[config.mk]
export PLATFORM = sky130hd
export DESIGN_NAME = mem_arbiter_flat
export DESIGN_NICKNAME = d
export VERILOG_FILES = /design/src/rtl/mem_arbiter_if.sv /design/src/rtl/mem_arbiter.sv /design/src/flat_wrapper.sv
export SDC_FILE = /design/constraint.sdc
export NUM_CORES = 1
export LEC_CHECK = 0
export ABC_AREA = 1
export BUFFER_PORTS_ARGS = -buffer_cell sky130_fd_sc_hd__buf_2
export CORE_MARGIN = 2
export CORE_UTILIZATION = 41
export CTS_BUF_LIST = sky130_fd_sc_hd__clkbuf_2
export CTS_CLUSTER_SIZE = 16
export DETAILED_ROUTE_END_ITERATION = 6
export PLACE_DENSITY = 0.79
export SLEW_MARGIN = 20
export SYNTH_ARGS = -nofsm -noshare
export SYNTH_HDL_FRONTEND = slang
export SYNTH_SLANG_ARGS = --single-unit
[constraint.sdc]
create_clock -name clk -period 1.3 [get_ports clk]
set_input_delay 0.195 -clock clk [delete_from_list [all_inputs] [get_ports clk]]
set_output_delay 0.195 -clock clk [all_outputs]
set_load 0.02 [all_outputs]
[src/rtl/mem_arbiter_if.sv]
// Reset bundle for mem_arbiter: one synchronous, active-low reset sampled on clk.
interface reset_if;
    logic rst_n;
    modport sink (input rst_n);
    modport source (output rst_n);
endinterface

[src/rtl/mem_arbiter.sv]
// mem_arbiter: shares one memory port between the I-cache (port 0) and the
// D-cache (port 1). One transaction at a time, round-robin on contention, the
// grant is held from accept through response.
// Optional watchdog: define MEM_ARB_TIMEOUT_EN to abort a hung memory exchange
// after TIMEOUT_CYCLES cycles in ISSUE/WAIT and raise a sticky timeout_err.
module mem_arbiter #(
    parameter int XLEN           = 32,
    parameter int TIMEOUT_CYCLES = 255
) (
    input  logic              clk,
    reset_if.sink             rst_if,
    input  logic [1:0]        req_valid,
    output logic [1:0]        req_ready,
    input  logic [1:0]        req_op,
    input  logic [2*XLEN-1:0] req_addr,
    input  logic [2*XLEN-1:0] req_wdata,
    output logic [1:0]        resp_valid,
    output logic [XLEN-1:0]   resp_rdata,
    output logic              mem_valid,
    input  logic              mem_ready,
    output logic              mem_op,
    output logic [XLEN-1:0]   mem_addr,
    output logic [XLEN-1:0]   mem_wdata,
    input  logic              mem_resp_valid,
    input  logic [XLEN-1:0]   mem_rdata,
    output logic              grant_id,
    output logic              timeout_err
);

    typedef enum logic [1:0] {IDLE, ISSUE, WAIT, RESP} state_t;

    typedef struct packed {
        logic            op;
        logic [XLEN-1:0] addr;
        logic [XLEN-1:0] wdata;
    } mem_req_t;

    state_t   state_q, state_d;
    mem_req_t req_sel, req_q;
    logic     last_grant;
    logic     winner;
    logic     accept;
    logic     tmo;

    // A request is only taken in IDLE, and never while reset is held, so a
    // requester cannot see an accept pulse that the reset then discards.
    assign accept = rst_if.rst_n && (state_q == IDLE) && (|req_valid);

    // Pick the winner (alternate on contention, else the sole requester) and mux its payload.
    always_comb begin
        winner        = (req_valid == 2'b11) ? ~last_grant : req_valid[1];
        req_sel.op    = winner ? req_op[1]              : req_op[0];
        req_sel.addr  = winner ? req_addr[2*XLEN-1:XLEN]  : req_addr[XLEN-1:0];
        req_sel.wdata = winner ? req_wdata[2*XLEN-1:XLEN] : req_wdata[XLEN-1:0];
    end

    // State register.
    always_ff @(posedge clk) begin
        if (!rst_if.rst_n) state_q <= IDLE;
        else               state_q <= state_d;
    end

    // Next-state logic and the combinational accept pulse.
    always_comb begin
        state_d   = state_q;
        req_ready = 2'b00;
        case (state_q)
            IDLE: begin
                if (accept) begin
                    state_d   = ISSUE;
                    req_ready = winner ? 2'b10 : 2'b01;
                end
            end
            ISSUE: begin
                if (mem_ready) state_d = WAIT;
                else if (tmo)  state_d = RESP;
            end
            WAIT: begin
                if (mem_resp_valid || tmo) state_d = RESP;
            end
            RESP:    state_d = IDLE;
            default: state_d = IDLE;
        endcase
    end

    // Payload capture, downstream request valid and the routed response.
    always_ff @(posedge clk) begin
        if (!rst_if.rst_n) begin
            req_q      <= '0;
            mem_valid  <= 1'b0;
            resp_valid <= 2'b00;
            resp_rdata <= '0;
            grant_id   <= 1'b0;
            last_grant <= 1'b1;
        end else begin
            resp_valid <= 2'b00;
            case (state_q)
                IDLE: begin
                    if (accept) begin
                        req_q      <= req_sel;
                        grant_id   <= winner;
                        last_grant <= winner;
                        mem_valid  <= 1'b1;
                    end
                end
                ISSUE: begin
                    if (mem_ready) begin
                        mem_valid <= 1'b0;
                    end else if (tmo) begin
                        mem_valid  <= 1'b0;
                        resp_rdata <= '0;
                        resp_valid <= grant_id ? 2'b10 : 2'b01;
                    end
                end
                WAIT: begin
                    if (mem_resp_valid) begin
                        // Writes are acknowledged with zero data.
                        resp_rdata <= req_q.op ? '0 : mem_rdata;
                        resp_valid <= grant_id ? 2'b10 : 2'b01;
                    end else if (tmo) begin
                        resp_rdata <= '0;
                        resp_valid <= grant_id ? 2'b10 : 2'b01;
                    end
                end
                default: ;
            endcase
        end
    end

    assign mem_op    = req_q.op;
    assign mem_addr  = req_q.addr;
    assign mem_wdata = req_q.wdata;

`ifdef MEM_ARB_TIMEOUT_EN
    localparam logic [15:0] WD_LAST = 16'(TIMEOUT_CYCLES - 1);

    logic [15:0] wd_cnt;
    logic        busy;

    // The watchdog fires on the TIMEOUT_CYCLES-th cycle spent in ISSUE/WAIT,
    // unless memory completes the current phase in that same cycle.
    assign busy = (state_q == ISSUE) || (state_q == WAIT);
    assign tmo  = busy && (wd_cnt == WD_LAST)
                  && !((state_q == ISSUE) && mem_ready)
                  && !((state_q == WAIT) && mem_resp_valid);

    // Watchdog counter and sticky error flag.
    always_ff @(posedge clk) begin
        if (!rst_if.rst_n) begin
            wd_cnt      <= '0;
            timeout_err <= 1'b0;
        end else begin
            if (accept)    wd_cnt <= '0;
            else if (busy) wd_cnt <= wd_cnt + 16'd1;
            if (tmo)       timeout_err <= 1'b1;
        end
    end
`else
    logic unused_tmo_cfg;

    assign tmo            = 1'b0;
    assign timeout_err    = 1'b0;
    assign unused_tmo_cfg = ^16'(TIMEOUT_CYCLES);
`endif

endmodule

[src/flat_wrapper.sv]
// flat-port wrapper written by rule: the top's interface ports become plain ports
module mem_arbiter_flat 
#(
    parameter int XLEN           = 32,
    parameter int TIMEOUT_CYCLES = 255
)
  (clk, req_valid, req_ready, req_op, req_addr, req_wdata, resp_valid, resp_rdata, mem_valid, mem_ready, mem_op, mem_addr, mem_wdata, mem_resp_valid, mem_rdata, grant_id, timeout_err, rst_if_rst_n);
  reset_if rst_if_i ();
  input  logic clk;
  input  logic [1:0] req_valid;
  output logic [1:0] req_ready;
  input  logic [1:0] req_op;
  input  logic [2*XLEN-1:0] req_addr;
  input  logic [2*XLEN-1:0] req_wdata;
  output logic [1:0] resp_valid;
  output logic [XLEN-1:0] resp_rdata;
  output logic mem_valid;
  input  logic mem_ready;
  output logic mem_op;
  output logic [XLEN-1:0] mem_addr;
  output logic [XLEN-1:0] mem_wdata;
  input  logic mem_resp_valid;
  input  logic [XLEN-1:0] mem_rdata;
  output logic grant_id;
  output logic timeout_err;
  input wire logic [$bits(rst_if_i.rst_n)-1:0] rst_if_rst_n;
  assign rst_if_i.rst_n = rst_if_rst_n;
  mem_arbiter #(.XLEN(XLEN), .TIMEOUT_CYCLES(TIMEOUT_CYCLES)) u_core (.clk(clk), .rst_if(rst_if_i), .req_valid(req_valid), .req_ready(req_ready), .req_op(req_op), .req_addr(req_addr), .req_wdata(req_wdata), .resp_valid(resp_valid), .resp_rdata(resp_rdata), .mem_valid(mem_valid), .mem_ready(mem_ready), .mem_op(mem_op), .mem_addr(mem_addr), .mem_wdata(mem_wdata), .mem_resp_valid(mem_resp_valid), .mem_rdata(mem_rdata), .grant_id(grant_id), .timeout_err(timeout_err));
endmodule
==> metrics.cfg, run 1 <==
[yosys]
synthTopCellsByArea = dfxtp_1, nand2_1, nand3_1
synth_top_cell_by_area = dfxtp_1
avgSynthCellArea_um2 = 6.71
synthCells = 698
syn_nets = 870
synth_seq_area_share_pct = 44.5
ys_warn_count = 0
synth_top_cell_area_share_pct = 44.5
synth_area_um2 = 4680
ys_seq_elements = 104
netlist-cell-type-count = 16

[die]
die_x_um = 111
die_h_um = 111
rows = 39
ios = 272
start_util_pct = 41.5

[clock_network]
numCtsBuffers = 9
cts_sinks = 104
root_buffer = clkbuf_2
h-tree-depth = 3
clockBufferDepth = 2

[global_routing]
grt_start_max_net_pins = 46

[placement]
dpl_worst_slack_ps = -89.4
dp_hpwl_um = 10100
gp_congestion = 0.802
port_buffers = 270

[run_status]
error = [ERROR DPL-0038] Utilization greater than 100%, impossible to legalize
status = aborted with a tool error
lastStage = 5_1_grt

[sta]
endpoint_type = output port
postGrtWorstEndpoint = req_ready[1]

## through the flow
stage | setup TNS, ps | utilization (%) | cells | hold slack [ps] | instance area (um^2)
CTS | -21100 | 89.4 | 1334 | 34.9 | 10100
detailed placement | -2870 | 55.7 | 1082 | 451 | 6280
global placement | -199 | 55.7 | 1082 | 448 | 6280
floorplan | 0 | - | 698 | 359 | 4700
## kinds of logic after synthesis
| family | synth area share (%) |
|---|---|
| flops | 44.5 |
| compound gates | 10.7 |
| other cells | 0.0801 |
| fa+ha+maj | 1.07 |
| simple gates | 36.3 |
| buf+inv | 7.40 |
## cell usage after synthesis (all sizes together)
cell type and count:
a21oi 68, buf 29, clkbuf 27, conb 1, dfxtp 104, ha 4, inv 15, nand2 308
nand3 103, nor2 7, o21ai 32
## timing repair
item / 4_1_cts
hold buffers: 163
pin swaps: 55
hold endpoints to repair: 98
endpoints found under the setup margin: 173
gates cloned: 17
resized for setup: 448
buffers inserted: 58
==> run 2: changes to the inputs <==
--- a/config.mk
+++ b/config.mk
@@ -8,11 +8,9 @@
 export ABC_AREA = 1
 export BUFFER_PORTS_ARGS = -buffer_cell sky130_fd_sc_hd__buf_2
 export CORE_MARGIN = 2
-export CORE_UTILIZATION = 41
-export CTS_BUF_LIST = sky130_fd_sc_hd__clkbuf_2
-export CTS_CLUSTER_SIZE = 16
+export CORE_UTILIZATION = 35
 export DETAILED_ROUTE_END_ITERATION = 6
-export PLACE_DENSITY = 0.79
+export PLACE_DENSITY_LB_ADDON = 0.15
 export SLEW_MARGIN = 20
 export SYNTH_ARGS = -nofsm -noshare
 export SYNTH_HDL_FRONTEND = slang
==> constraint.sdc (replaced) <==
create_clock -name clk -period 1.7 [get_ports clk]
set_input_delay 0.255 -clock clk [delete_from_list [all_inputs] [get_ports clk]]
set_output_delay 0.255 -clock clk [all_outputs]
set_load 0.02 [all_outputs]
==> metrics.cfg, run 2 <==
[setup_path]
crit_path_max_incr_delay_ps = 330
start_kind = flop
cp_top_family = buffers and inverters
rr_worst_depth = 10
path_cells = inv_2, ha_4, nand2_2, inv_2, nand2_4, buf_6, nor2_4, buf_6
path_max_fanout = 3
reg2reg_slack_ps = 170
endpoint_kind = output port
r2r_start = u_core.state_q[0]
path_buf_inv = 4
worstSetupPathType = flop to output port
rr_endpoint = u_core.mem_addr[2]
crit_required_ps = 1440
critPathArrivalTime_ps = 1400
cp_slowest_cell = dfxtp_2

[die]
core_area_um2 = 13100
ios = 272  ; unchanged
start_util_pct = 35.6  ; -5.9 points
die_h_um = 120  ; +7.9%
rows = 42  ; +7.7%
die_x_um = 120  ; +7.9%
dieArea_um2 = 14300

[yosys]
synth_fa_ha_area_share_pct = 1.07  ; unchanged
synth_top_cell_area_share_pct = 44.5  ; unchanged
netlist_top_cells_count = nand2_1, dfxtp_1, nand3_1, a21oi_1, o21ai_0
ys_seq_elements = 104  ; unchanged
synth_top_family_by_area = simple AND/OR/NAND/NOR gates
ys_async_sr_fraction_pct = 0  ; unchanged
ys_warn_count = 0  ; unchanged
synthTopCellsByArea = dfxtp_1, nand2_1, nand3_1
netlist-cell-type-count = 16  ; unchanged
synth_seq_area_share_pct = 44.5  ; unchanged
synth_edf_count = 0  ; unchanged
synth-simple-area-share_pct = 36.3  ; unchanged
synthMuxAreaShare_pct = 0  ; unchanged
synthCells = 698  ; unchanged
synth_area_um2 = 4680  ; unchanged
synth_compound_area_share_pct = 10.7  ; unchanged
yosys.area_share.xor_xnor_pct = 0  ; unchanged
synth_top_cell_by_area = dfxtp_1
avgSynthCellArea_um2 = 6.71  ; unchanged
ys.flop_type = dfxtp_1
yosysMostFrequentCell = nand2_1
syn_nets = 870  ; unchanged

[sta]
hold_viol_final = 0
fin_skew_ps = 7.04
slew_headroom_pct = 63.6
drv_slew = 0
rsz0062_at_grt = yes
setup_viol = 0
whs_ps = 165
min_period_ps = 1650
fmax_mhz = 605
period_share_pct = 97.2
worst_slew_pin_slew_ps = 546

[global_routing]
grtUsageTotal_pct = 20.7
busiest_layer = met2
antenna_found_initial = 0
grt_start_max_net_pins = 50
grt_remaining_overflow = 0
grt_pass1_vias = 5119
grt_pass1_wl_um = 24200
use_met2_pct = 34.6
grt.met1_usage_pct = 26.0
grt_use_met3_pct = 4.85

[clock_network]
clk_pin_slew_ps = 70
h-tree-depth = 3  ; unchanged
clk_latency_ps = 340
numCtsBuffers = 9  ; unchanged
clockBufferDepth = 2  ; unchanged
root_buffer = clkbuf_16
cts_sinks = 104  ; unchanged
cts_tree = yes

[run_status]
status = completed

[finish]
final_common_cell = nand2_1
stdcell_count = 1130
layout.nets = 1121
drive_gt1_share_pct = 34.2
area_growth_pct = 41.5
final_cell_mix = nand2_1, buf_2, nand3_1
num_antenna_cells = 0
fin_area_um2 = 6630

[placement]
post_dp_cell_area_um2 = 6190  ; -1.5%
dp_hpwl_um = 10300  ; +1.3%
gp_congestion = 0.784  ; -2.3%
dp_cells = 1107  ; +2.3%
port_buffers = 270  ; unchanged

[detailed_routing]
drt-total-wl_um = 14800
viasPerCell = 4.66
vias = 5268
drtIter0Drc = 289
final_antenna_net_count = 0
firstDrtPassIters = 4
remaining_drc_errors = 0
wire_per_inst_um = 13.1

[min_path]
hold_depth = 3
hold_end = u_core.resp_rdata[2]
min_from = mem_rdata[2]
holdCritPathClass = input port to flop

[pwr]
p_leak_nw = 3.51
vdd_drop_max_uv = 504
total_power_mw = 8.14
power_density_nw_per_um2 = 1230

[run]
drv_cap = 0

-- run 2: cells by family after synthesis --
group / count (synthesis)
AND/OR/NAND/NOR: 418
flip-flops: 104
AO/OA/AOI/OAI: 100
buffers and inverters: 71
adder cells (fa/ha/maj): 4
other: 1
-- run 2: cell type report --
| type | count | area, um^2 |
|---|---|---|
| clock buffer | 10 | 229 |
| clock inverter | 6 | 115 |
| fill | 1411 | 6510 |
| inverter | 15 | 56.3 |
| multi-input combinational | 523 | 2290 |
| sequential | 104 | 2080 |
| tap | 176 | 220 |
| timing repair buffer | 296 | 1640 |
-- run 2: report_power, final --
part           switching (mW)  internal [mW]
sequential              0.164           2.78
clock                   0.932           1.45
combinational            1.76           1.06
-- run 2: per-stage QoR --
step | utilization, % | setup slack [ps] | TNS (ps)
final | 50.4 | 46.8 | 0
after global routing | 50.4 | -57.9 | -82.4
after CTS | 50.1 | 7.33 | 0
after detailed placement | 47.1 | 96.6 | 0
after global placement | 47.1 | 160 | 0
after floorplan | - | 198 | 0
-- run 2: worst max-delay path by stage --
| stage | start | slack (ps) | cells past startpoint | end |
|---|---|---|---|---|
| floorplan | u_core.state_q[0] | 200 | 7 | req_ready[0] |
| detailed placement | u_core.state_q[0] | 100 | 9 | u_core.mem_wdata[17] |
| global placement | u_core.state_q[0] | 160 | 8 | req_ready[0] |
| finish | u_core.state_q[0] | 50 | 8 | req_ready[0] |
| global route | u_core.state_q[0] | -60 | 8 | req_ready[0] |
| CTS | u_core.state_q[1] | 7 | 8 | req_ready[0] |
-- run 2: layer usage --
layer / share of wire (%) / up-vias / wire length [um]
met3: 7.2 / 23 / 1070
met4: 2.2 / 0 / 323
met2: 47 / 173 / 6940
li1: - / 2743 / -
met1: 44 / 2329 / 6460
met5: 0 / - / 0
-- run 2: repair_timing --
item	4_1_cts	5_1_grt
cloned	0	0
hold buffers	0	0
setup buffers	3	4
pin swaps	1	1
resized for setup	11	4
setup endpoints to repair	2	49
-- run 2: worst min-delay path, stage by stage --
cell and delay (ps):
buf_2 90, nand2_1 50, o21ai_0 70
Power figures use the tool's default switching activity.
